## src/rtl/snake_pkg.sv

```systemverilog
// Shared snake game definitions: playfield limits, coordinate widths,
// food placement states and the LFSR feedback mask.
package snake_pkg;

    localparam int XW = 5;
    localparam int YW = 4;

    localparam logic [XW-1:0] DEF_X_MIN = 5'd1;
    localparam logic [XW-1:0] DEF_X_MAX = 5'd20;
    localparam logic [YW-1:0] DEF_Y_MIN = 4'd1;
    localparam logic [YW-1:0] DEF_Y_MAX = 4'd14;

    localparam logic [15:0] LFSR_MASK = 16'hB400;

    typedef enum logic [2:0] {
        S_PLACED,
        S_DRAW,
        S_WAIT,
        S_SCAN,
        S_DONE
    } food_state_t;

endpackage

```

## src/rtl/lfsr16.sv

```systemverilog
// 16-bit right-shifting Galois LFSR; a nonzero seed keeps it off the
// all-zero lock-up state.
module lfsr16
    import snake_pkg::*;
#(
    parameter logic [15:0] SEED = 16'hACE1,
    parameter logic [15:0] MASK = LFSR_MASK
) (
    input  logic        clk,
    input  logic        rst,
    input  logic        en,
    output logic [15:0] q
);

    always_ff @(posedge clk) begin
        if (rst)
            q <= SEED;
        else if (en)
            q <= {1'b0, q[15:1]} ^ (q[0] ? MASK : 16'h0000);
    end

endmodule

```

## src/rtl/food_placer.sv

```systemverilog
// Detects the snake head eating the food and re-places the food on a
// random free cell, validated against one full body scan.
module food_placer
    import snake_pkg::*;
#(
    parameter logic [15:0]   SEED    = 16'hACE1,
    parameter logic [XW-1:0] FOOD_X0 = 5'd15,
    parameter logic [YW-1:0] FOOD_Y0 = 4'd5,
    parameter logic [XW-1:0] X_MIN   = DEF_X_MIN,
    parameter logic [XW-1:0] X_MAX   = DEF_X_MAX,
    parameter logic [YW-1:0] Y_MIN   = DEF_Y_MIN,
    parameter logic [YW-1:0] Y_MAX   = DEF_Y_MAX
) (
    input  logic          clk,
    input  logic          rst,
    input  logic [XW-1:0] i_pos_x,
    input  logic [YW-1:0] i_pos_y,
    input  logic          i_pos_first,
    input  logic          i_pos_last,
    input  logic          i_pos_valid,
    input  logic          i_full,
    output logic          o_eat,
    output logic [XW-1:0] o_food_x,
    output logic [YW-1:0] o_food_y,
    output logic          o_food_valid,
    output logic          o_busy
);

    food_state_t   r_state, w_state_nxt;
    logic [XW-1:0] r_cand_x, w_cand_x_nxt;
    logic [YW-1:0] r_cand_y, w_cand_y_nxt;
    logic [XW-1:0] r_food_x, w_food_x_nxt;
    logic [YW-1:0] r_food_y, w_food_y_nxt;
    logic          r_hit, w_hit_nxt;
    logic          r_valid, w_valid_nxt;
    logic          r_eat, w_eat_nxt;
    logic          r_busy, w_busy_nxt;

    logic [15:0]   w_lfsr;
    logic [XW-1:0] w_cx;
    logic [YW-1:0] w_cy;
    logic          w_unused_bits;
    logic          w_in_range;
    logic          w_head;
    logic          w_on_food;
    logic          w_on_cand;
    logic          w_any_hit;

    lfsr16 #(.SEED(SEED), .MASK(LFSR_MASK)) u_lfsr (
        .clk (clk),
        .rst (rst),
        .en  (1'b1),
        .q   (w_lfsr)
    );

    assign w_cx          = w_lfsr[4:0];
    assign w_cy          = w_lfsr[11:8];
    assign w_unused_bits = ^{w_lfsr[15:12], w_lfsr[7:5]};
    assign w_in_range    = (w_cx >= X_MIN) && (w_cx <= X_MAX) &&
                           (w_cy >= Y_MIN) && (w_cy <= Y_MAX);
    assign w_head        = i_pos_valid && i_pos_first;
    assign w_on_food     = {i_pos_x, i_pos_y} == {r_food_x, r_food_y};
    assign w_on_cand     = {i_pos_x, i_pos_y} == {r_cand_x, r_cand_y};
    // hit is cleared on entry to WAIT, so this also serves the head beat
    assign w_any_hit     = r_hit || w_on_cand;

    always_comb begin
        w_state_nxt  = r_state;
        w_cand_x_nxt = r_cand_x;
        w_cand_y_nxt = r_cand_y;
        w_food_x_nxt = r_food_x;
        w_food_y_nxt = r_food_y;
        w_hit_nxt    = r_hit;
        w_valid_nxt  = r_valid;
        w_eat_nxt    = 1'b0;
        unique case (r_state)
            S_PLACED: begin
                if (w_head && w_on_food) begin
                    w_eat_nxt   = 1'b1;
                    w_valid_nxt = 1'b0;
                    w_state_nxt = S_DRAW;
                end
            end
            S_DRAW: begin
                if (i_full) begin
                    w_state_nxt = S_DONE;
                end else if (w_in_range) begin
                    w_cand_x_nxt = w_cx;
                    w_cand_y_nxt = w_cy;
                    w_hit_nxt    = 1'b0;
                    w_state_nxt  = S_WAIT;
                end
            end
            S_WAIT, S_SCAN: begin
                if (i_full) begin
                    w_state_nxt = S_DONE;
                end else if (i_pos_valid &&
                             (r_state == S_SCAN || i_pos_first)) begin
                    if (!i_pos_last) begin
                        w_hit_nxt   = w_any_hit;
                        w_state_nxt = S_SCAN;
                    end else if (w_any_hit) begin
                        w_state_nxt = S_DRAW;
                    end else begin
                        w_food_x_nxt = r_cand_x;
                        w_food_y_nxt = r_cand_y;
                        w_valid_nxt  = 1'b1;
                        w_state_nxt  = S_PLACED;
                    end
                end
            end
            S_DONE: begin
                w_valid_nxt = 1'b0;
            end
            default: begin
                w_state_nxt = S_PLACED;
            end
        endcase
        w_busy_nxt = (w_state_nxt == S_DRAW) ||
                     (w_state_nxt == S_WAIT) ||
                     (w_state_nxt == S_SCAN);
    end

    always_ff @(posedge clk) begin
        if (rst) begin
            r_state  <= S_PLACED;
            r_cand_x <= '0;
            r_cand_y <= '0;
            r_food_x <= FOOD_X0;
            r_food_y <= FOOD_Y0;
            r_hit    <= 1'b0;
            r_valid  <= 1'b1;
            r_eat    <= 1'b0;
            r_busy   <= 1'b0;
        end else begin
            r_state  <= w_state_nxt;
            r_cand_x <= w_cand_x_nxt;
            r_cand_y <= w_cand_y_nxt;
            r_food_x <= w_food_x_nxt;
            r_food_y <= w_food_y_nxt;
            r_hit    <= w_hit_nxt;
            r_valid  <= w_valid_nxt;
            r_eat    <= w_eat_nxt;
            r_busy   <= w_busy_nxt;
        end
    end

    assign o_eat        = r_eat;
    assign o_food_x     = r_food_x;
    assign o_food_y     = r_food_y;
    assign o_food_valid = r_valid;
    assign o_busy       = r_busy;

endmodule

```

## config.mk

```make
export PLATFORM = sky130hd
export DESIGN_NAME = food_placer
export DESIGN_NICKNAME = d
export VERILOG_FILES = /design/src/rtl/snake_pkg.sv /design/src/rtl/lfsr16.sv /design/src/rtl/food_placer.sv
export SDC_FILE = /design/constraint.sdc
export NUM_CORES = 1
export LEC_CHECK = 0
export CORE_MARGIN = 2
export CORE_UTILIZATION = 49
export DETAILED_ROUTE_END_ITERATION = 6
export HOLD_SLACK_MARGIN = 0.08
export PLACE_DENSITY = 0.74
export SLEW_MARGIN = 25
export SYNTH_ARGS = -nofsm -noshare
export SYNTH_HDL_FRONTEND = slang
export SYNTH_SLANG_ARGS = --single-unit
export TNS_END_PERCENT = 5
```

## constraint.sdc

```tcl
create_clock -name clk -period 2.9 [get_ports clk]
set_clock_uncertainty 0.15 [all_clocks]
set_input_delay 0.435 -clock clk [delete_from_list [all_inputs] [get_ports clk]]
set_output_delay 0.435 -clock clk [all_outputs]
set_load 0.02 [all_outputs]
```

==> metrics <==
Slew headroom=0.4174; IO Count=27; WL final=3506 µm; # setup viols final=0; CTS resizes=0; PortBufs=26; Critical Path Sink=r_hit$_SDFFE_PP0P_; antenna cells=0; FMAX=454.3 MHz; die area=4088 µm²; Setup Slack @ Placement=0.3421 ns; number of global-route vias before repair=1,313; Synth Register Bits=41; Core ar.=3390 µm²; clk sink count=41; Root Driver=clkbuf_4; actual slew at the worst max-slew pin=0.8711 ns; via count=1,348; area of the multi-input gates=877.1 µm²; # fillers=293; per-cell routed wire length=13.48 µm; Cells after Synth=182; Total GRT Usage=0.1925; setup ws final=0.6988 ns; PD cells=482.3 nW/µm²; Pins Over Slew Limit=0; Synth cell types=39; Reg2Reg Setup Slack=0.78 ns; Worst-path clk slew=0.11 ns; Leakage Power=0.8339 nW; r2r worst-path depth=4; setup bufs post-CTS=0; commonest non-fill, non-tap cell in the layout=dfxtp_1; CP Class=in2reg; CTS Buf Count=5; Chip Height=63.94 µm; # DRC=0; Worst Setup Start Kind=input port; Worst Path Arrival=2.31 ns; Critical Path RT=3.01 ns; RSZ-0062 raised after global routing=no; CTS hold repair buffers=0; HPWL after detailed placement=2640 µm; layout cells sized above 1=0.1168; crit path launch=i_full; Mapped Area=1760 µm²; vias per std cell=5.185; Max VDD drop=0.0003273 V; Avg Inst Size Synth=9.673 µm²; first-pass GRT wire length=5982 µm; register area share after synthesis=0.4662; most frequent cells in the layout=dfxtp_1, clkdlybuf4s50_1, nor2_1; fin crit period=2.201 ns; max_cap viols=0; Setup TNS=0 ns; Final Net Count=228; initial core utilization=0.5194; hold crit path type=reg2reg; antenna violations before repair=0; H-tree lvl count=2; reg2reg end=r_hit$_SDFFE_PP0P_; Clock Path Buffers=2; Ys Warns=0; first drt pass iteration count=4; Final ANT Viol Nets=0; status=finished clean; crit-path max FO=4; final worst-path cycle share=0.7590; largest net degree at the start of global routing=25; syn_nets=197; CTS tree=built; synthesis-to-layout area growth=23.38%; worst reg2reg path startpoint=r_state[1]$_SDFF_PP0_; Std-Cell Rows=21; Hold Vio Cnt, Final=0; die width=63.94 µm; clk_lat worst skew=0.34 ns; grt ovf=0; Register Area=820.8 µm²; gp weighted congestion=0.7991; initial DRC count=56; Crit. End Element=flip-flop
## sequential cells by signal, indices dropped and copies added (netlist names)
signal,cells
r_state,3
o_food_y,4
r_hit,1
o_eat,1
o_food_valid,1
u_lfsr.q,16
o_busy,1
r_cand_y,4
r_cand_x,5
o_food_x,5
## how the worst min path moves through the flow
stage                              end  slack [ns]                     from  cells past startpoint
2_1_floorplan  u_lfsr.q[11]$_SDFF_PP1_        0.24  u_lfsr.q[12]$_SDFF_PP0_                      1
3_3_place_gp    u_lfsr.q[5]$_SDFF_PP1_        0.24   u_lfsr.q[6]$_SDFF_PP1_                      1
3_5_place_dp    u_lfsr.q[6]$_SDFF_PP1_        0.25   u_lfsr.q[7]$_SDFF_PP1_                      1
4_1_cts         u_lfsr.q[6]$_SDFF_PP1_        0.27   u_lfsr.q[7]$_SDFF_PP1_                      1
5_1_grt         u_lfsr.q[6]$_SDFF_PP1_        0.30   u_lfsr.q[7]$_SDFF_PP1_                      1
6_report        u_lfsr.q[6]$_SDFF_PP1_        0.27   u_lfsr.q[7]$_SDFF_PP1_                      1
## metrics by stage
step / hold WS [ns] / instance area, µm² / total power [mW] / util / instances
floorplan: 0.2395 / 1760 / 0.6419 / - / 182
global placement: 0.2422 / 2087 / 0.6777 / 0.6157 / 252
detailed placement: 0.2465 / 2087 / 0.6802 / 0.6157 / 252
CTS: 0.2721 / 2172 / 1.060 / 0.6408 / 260
global route: 0.2957 / 2172 / 1.096 / 0.6408 / 260
finish: 0.2700 / 2172 / 1.048 / 0.6408 / 260
## logic make-up after synthesis
logic type | after synthesis | share of synthesized area
AND/OR/NAND/NOR | 66 | 0.2061
flip-flops | 41 | 0.4662
AO/OA/AOI/OAI | 26 | 0.1151
XOR/XNOR | 21 | 0.1045
buffers and inverters | 16 | 0.03980
multiplexers | 12 | 0.06823
## metal layers
layer | track usage | wire length (µm)
met1 | 0.2291 | 1574
met2 | 0.3255 | 1723
met3 | 0.06690 | 158
met4 | 0.05707 | 51
met5 | 0 | 0
## worst max-delay path: stages
cell	delay, ns
clkdlybuf4s50_1	0.45
or3b_4	0.43
or4b_4	0.53
a221o_1	0.34
a21oi_2	0.13
## cell usage after synthesis
| library cell | number | area [µm²] |
|---|---|---|
| dfxtp_1 | 41 | 820.8 |
| nor2_1 | 24 | 90.09 |
| xnor2_1 | 18 | 157.7 |
| mux2i_1 | 12 | 120.1 |
| inv_1 | 9 | 33.78 |
| nor2b_1 | 8 | 50.05 |
| a211o_1 | 7 | 61.31 |
| nand2_1 | 6 | 22.52 |
| or2_2 | 6 | 37.54 |
| a21oi_1 | 5 | 25.02 |
| clkbuf_1 | 4 | 15.01 |
| nand2b_1 | 3 | 18.77 |
| nand4_1 | 3 | 18.77 |
| o21ai_0 | 3 | 15.01 |
| or4_1 | 3 | 22.52 |
| xor2_1 | 3 | 26.28 |
| a211oi_1 | 2 | 15.01 |
| buf_2 | 2 | 10.01 |
| nand3_1 | 2 | 10.01 |
| nor3_1 | 2 | 10.01 |
| a2111o_1 | 1 | 11.26 |
| a211oi_2 | 1 | 12.51 |
| a21oi_2 | 1 | 8.760 |
| a221o_1 | 1 | 10.01 |
| buf_6 | 1 | 11.26 |
| nand3b_1 | 1 | 7.510 |
| nand3b_2 | 1 | 11.26 |
| nand4b_1 | 1 | 8.760 |
| nor3b_1 | 1 | 7.510 |
| nor4_1 | 1 | 6.260 |
| o211a_1 | 1 | 10.01 |
| o21a_1 | 1 | 7.510 |
| o311a_1 | 1 | 10.01 |
| o311ai_1 | 1 | 8.760 |
| o31ai_1 | 1 | 7.510 |
| or3_1 | 1 | 6.260 |
| or3b_4 | 1 | 11.26 |
| or4b_2 | 1 | 10.01 |
| or4b_4 | 1 | 13.76 |
## cell type report
cell class | count | area share
clock buffers | 7 | 0.02535
clock inverters | 1 | 0.01382
inverters | 9 | 0.01555
multi-input cells | 125 | 0.4038
flip-flops and latches | 41 | 0.3779
well taps | 46 | 0.02650
repair buffers | 31 | 0.1371
## power breakdown
group | total [mW] | switching, mW | internal [mW]
registers | 0.590 | 0.0116 | 0.578
logic | 0.0775 | 0.0336 | 0.0438
clock network | 0.380 | 0.174 | 0.206
total | 1.05 | 0.220 | 0.828
Power figures use the tool's default switching activity.
